==> src/rtl/enc_serial_pri.sv <==
// Serial priority encoder: accepts a request vector over valid/ready and emits
// the index of each set bit, one per output handshake, lowest- or highest-first.
module enc_serial_pri #(
    parameter int WIDTH     = 8,
    parameter bit MSB_FIRST = 1'b0
) (
    input  logic                         clk,
    input  logic                         rst,
    input  logic                         in_valid,
    output logic                         in_ready,
    input  logic [WIDTH-1:0]             in_data,
    output logic                         out_valid,
    input  logic                         out_ready,
    output logic [$clog2(WIDTH)-1:0]     out_idx,
    output logic                         out_last,
    output logic [$clog2(WIDTH):0]       count,
    output logic                         empty
);

    localparam int IDX_W = $clog2(WIDTH);

    typedef enum logic {
        IDLE,
        EMIT
    } state_t;

    state_t             state_q, state_d;
    logic [WIDTH-1:0]   pending_q, pending_d;
    logic [IDX_W:0]     count_q, count_d;
    logic               empty_q, empty_d;

    logic [IDX_W-1:0]   sel_idx;
    logic               one_left;
    logic [IDX_W:0]     in_pop;

    // Later matches overwrite earlier ones, so scan direction sets the priority.
    always_comb begin
        sel_idx = '0;
        if (MSB_FIRST) begin
            for (int unsigned i = 0; i < WIDTH; i++) begin
                if (pending_q[i]) sel_idx = IDX_W'(i);
            end
        end else begin
            for (int unsigned i = WIDTH; i > 0; i--) begin
                if (pending_q[i-1]) sel_idx = IDX_W'(i - 1);
            end
        end
    end

    always_comb begin
        in_pop = '0;
        for (int unsigned i = 0; i < WIDTH; i++) begin
            in_pop = in_pop + (IDX_W+1)'(in_data[i]);
        end
    end

    assign one_left = (pending_q != '0) &&
                      ((pending_q & (pending_q - WIDTH'(1))) == '0);

    always_comb begin
        state_d   = state_q;
        pending_d = pending_q;
        count_d   = count_q;
        empty_d   = 1'b0;
        unique case (state_q)
            IDLE: begin
                if (in_valid) begin
                    count_d = in_pop;
                    if (in_data != '0) begin
                        pending_d = in_data;
                        state_d   = EMIT;
                    end else begin
                        empty_d = 1'b1;
                    end
                end
            end
            EMIT: begin
                if (out_ready) begin
                    pending_d = pending_q & ~(WIDTH'(1) << sel_idx);
                    if (one_left) state_d = IDLE;
                end
            end
            default: state_d = IDLE;
        endcase
    end

    always_ff @(posedge clk) begin
        if (rst) begin
            state_q   <= IDLE;
            pending_q <= '0;
            count_q   <= '0;
            empty_q   <= 1'b0;
        end else begin
            state_q   <= state_d;
            pending_q <= pending_d;
            count_q   <= count_d;
            empty_q   <= empty_d;
        end
    end

    // pending_q is zero whenever IDLE, so out_idx decodes to 0 outside EMIT.
    assign in_ready  = (state_q == IDLE);
    assign out_valid = (state_q == EMIT);
    assign out_idx   = sel_idx;
    assign out_last  = (state_q == EMIT) && one_left;
    assign count     = count_q;
    assign empty     = empty_q;

endmodule

==> config.mk <==
export PLATFORM = sky130hd
export DESIGN_NAME = enc_serial_pri
export DESIGN_NICKNAME = d
export VERILOG_FILES = /design/src/rtl/enc_serial_pri.sv
export SDC_FILE = /design/constraint.sdc
export NUM_CORES = 1
export LEC_CHECK = 0
export BUFFER_PORTS_ARGS = -buffer_cell sky130_fd_sc_hd__buf_2
export CAP_MARGIN = 15
export CORE_MARGIN = 4
export CORE_UTILIZATION = 52
export CTS_CLUSTER_SIZE = 24
export DETAILED_ROUTE_END_ITERATION = 7
export PLACE_DENSITY = 0.78
export SETUP_SLACK_MARGIN = 0.1
export SKIP_LAST_GASP = 1
export SYNTH_ARGS = -nofsm -noshare
export SYNTH_HDL_FRONTEND = slang
export SYNTH_SLANG_ARGS = --single-unit
==> constraint.sdc <==
create_clock -name clk -period 4.8 [get_ports clk]
set_input_delay 1.44 -clock clk [delete_from_list [all_inputs] [get_ports clk]]
set_output_delay 1.44 -clock clk [all_outputs]
set_load 0.05 [all_outputs]
==> results by group <==
Floorplan
  • Vert. Die Dim: 50.9 um
  • Die X: 50.9 um
  • Top Ports: 23
  • Die ar.: 0.00259 mm^2
  • Initial Util: 54.9%
  • Core Region: 0.00175 mm^2
  • # rows: 15

Outcome
  • Status: complete, no violations

Clock tree
  • Reg clk slew, reported paths: 80 ps
  • Hold_buf cts: 0
  • Setup Buffers After CTS: 0
  • Clk sinks: 14
  • Clk_lat worst skew: 270 ps
  • H-Tree Depth: 1
  • CTS resizes: 0
  • CTS Buf Count: 3
  • CTS root buffer: clkbuf_4
  • CTS tree: done
  • Clk buf depth: 2

Place
  • Port Buffers: 22
  • Area after DPL: 0.00108 mm^2
  • Hpwl dp: 1840 um
  • GPL Wtd Cong: 0.880

Critical path
  • Kind of critical path: primary input to flop
  • CP Buf/Inv Count: 4
  • Cell mode on critical path: fa_1
  • CP peak stage delay: 520 ps
  • CP startpoint kind: primary input
  • CP endpoint kind: flop
  • Crit-path slowest cell: fa_1
  • Worst reg2reg path startpoint: out_valid
  • CP Launch Point: in_data[0]
  • CP arrival: 4140 ps
  • Worst-path cell chain: buf_2, fa_1, inv_1, fa_1, fa_1, inv_1, ha_1, inv_1, fa_1, xnor2_1, nand2_1, a21oi_1
  • CP max FO: 3
  • Crit-path leading delay family: adder cells
  • Critical Path RT: 5000 ps

Min path
  • Critical hold path startpoint: count[0]
  • HP Class: flop to flop

STA
  • Final Skew: 2.42 ps
  • Slew Viols, Final: 0
  • Final Critical Period: 3940 ps
  • Tightest Pin Transition: 878 ps
  • Final setup vio count: 0
  • RSZ-0062 raised after global routing: false
  • Max Freq: 254 MHz
  • Post-route setup TNS: 0 ps
  • Slew HR: 41.4%
  • Count of final hold-check violations: 0
  • Final Cycle Share: 82.0%

Synth
  • Synth top cells by count: nor2_1 (17), dfxtp_1 (14), inv_1 (14)
  • Top_reg_cell synth: dfxtp_1
  • Post-synth cell types: 33
  • Synth Net Count: 143
  • Register area share after synthesis: 29.2%
  • Synthesis Warnings: 0
  • Post-synth EDFFs: 0
  • Cell with the most instances after synthesis: nor2_1
  • Yosys reg bits: 14
  • Mapped Cells: 123
  • Synth area leaders: dfxtp_1 (29%), fa_1 (8.4%), nor2_1 (6.7%)
  • Synth area leader: dfxtp_1
  • Cell Area, Synth: 958 um^2
  • Synth top area share: 29.2%
  • Async SR Flop Fraction: 0%
  • Avg Cell Area, Syn: 7.79 um^2

Global route
  • Total gr overflow: 0
  • Overall routing resource usage: 19.8%
  • Vias in the first global route: 892
  • Antenna violations before repair: 0
  • Pin count of the biggest net entering global routing: 15
  • First-pass GRT wire length: 3930 um

Route
  • Post-route ant nets: 0
  • DRT iter0 DRCs: 47
  • Post-route DRC: 0
  • First-pass detailed-route iteration total: 4
  • DR vias/cell: 5.71
  • DR vias: 965
  • Routed WL per cell: 13.8 um
  • Post-Route WL: 2340 um

Cells and area
  • Nets: 166
  • Number of fill cells in the layout: 174
  • Area grow syn2layout: 15.5%
  • Final Util: 63.4%
  • Final Cell Area: 0.00111 mm^2
  • Share of layout cells above drive strength 1: 21.5%
  • ANT cells: 0

Pwr
  • Int Pwr: 214 uW
  • Pwr dens: 342 mW/mm^2
  • Peak VDD IR: 0.000204 V
  • Net Sw Frac: 43.5%
  • Comb power frac: 45.3%
  • P_sw: 165 uW
  • Leakage power: 0.489 nW
  • Clock share of power: 17.2%
  • Seq pwr share: 37.5%

Job
  • Max Cap Viol: 0
## layout by cell type (no fill, tap or decap), types with 2 or more instances in the layout
master / count
buf_2: 22
nor2_1: 17
inv_1: 14
dfxtp_1: 14
nand2_1: 13
a21oi_1: 10
nor3_1: 5
o21ai_0: 4
a22oi_1: 4
fa_1: 4
ha_1: 4
nand2b_1: 3
nor4_1: 3
o21ai_1: 3
clkbuf_4: 3
a221oi_1: 2
nand3b_1: 2
## path summary, 6_finish.rpt
check | end | slack [ps] | cells after the start
worst min register to register | count[0] | 460 | 2
worst max register to register | pending_q[6] | 2830 | 5
worst min-delay path | count[0] | 460 | 2
worst max-delay path | count[2] | 860 | 12
## routing by layer
metal  GRT usage (%)  routed length [um]
met5               0                   0
met4            4.48                  23
met3            5.54                 167
met2            33.7                1100
met1            24.6                1040
## worst register-to-register path, stage by stage, from the launching register on
cell and delay (ps):
dfxtp_1 430, nand2b_1 290, a31oi_1 650, nor2_1 150
a221oi_1 250, nor3_1 90
## sequential cells by signal, indices dropped and copies added, names as in the netlist
signal and flops:
pending_q 8, count 4, empty 1, out_valid 1
## layout make-up
| class | count | area [um^2] | share of cell area [%] |
|---|---|---|---|
| Multi-Input combinational cell | 91 | 611 | 55.1 |
| Timing Repair Buffer | 22 | 110 | 9.94 |
| Inverter | 14 | 52.6 | 4.75 |
| Clock buffer | 3 | 22.5 | 2.03 |
| Sequential cell | 14 | 280 | 25.3 |
| Tap cell | 25 | 31.3 | 2.82 |
## power groups by stage
stage          Clock [mW]  Combinational, mW  Sequential (mW)
2_1_floorplan           0              0.118            0.157
3_3_place_gp            0              0.166            0.143
3_5_place_dp            0              0.171            0.144
4_1_cts            0.0680              0.172            0.142
5_1_grt            0.0742              0.189            0.144
6_report           0.0653              0.172            0.142
## cell families after synthesis
kind of cell               after synthesis  synth area share (%)
DFF                                     14                  29.2
adders and majority gates                8                  13.6
AOI/OAI and AO/OA                       30                  20.6
buffers and inverters                   18                  7.05
and+or+nand+nor                         51                  27.7
xor gates and xnor gates                 2                  1.83
## metrics by stage
stage / hold slack (ps) / total power [mW] / setup slack, ps / std cells
floorplan: 492 / 0.275 / 913 / 123
CTS: 467 / 0.381 / 886 / 169
detailed placement: 451 / 0.316 / 590 / 166
global route: 497 / 0.407 / 752 / 169
global placement: 446 / 0.310 / 731 / 166
finish: 463 / 0.379 / 864 / 169
(Power assumes the default switching activity.)
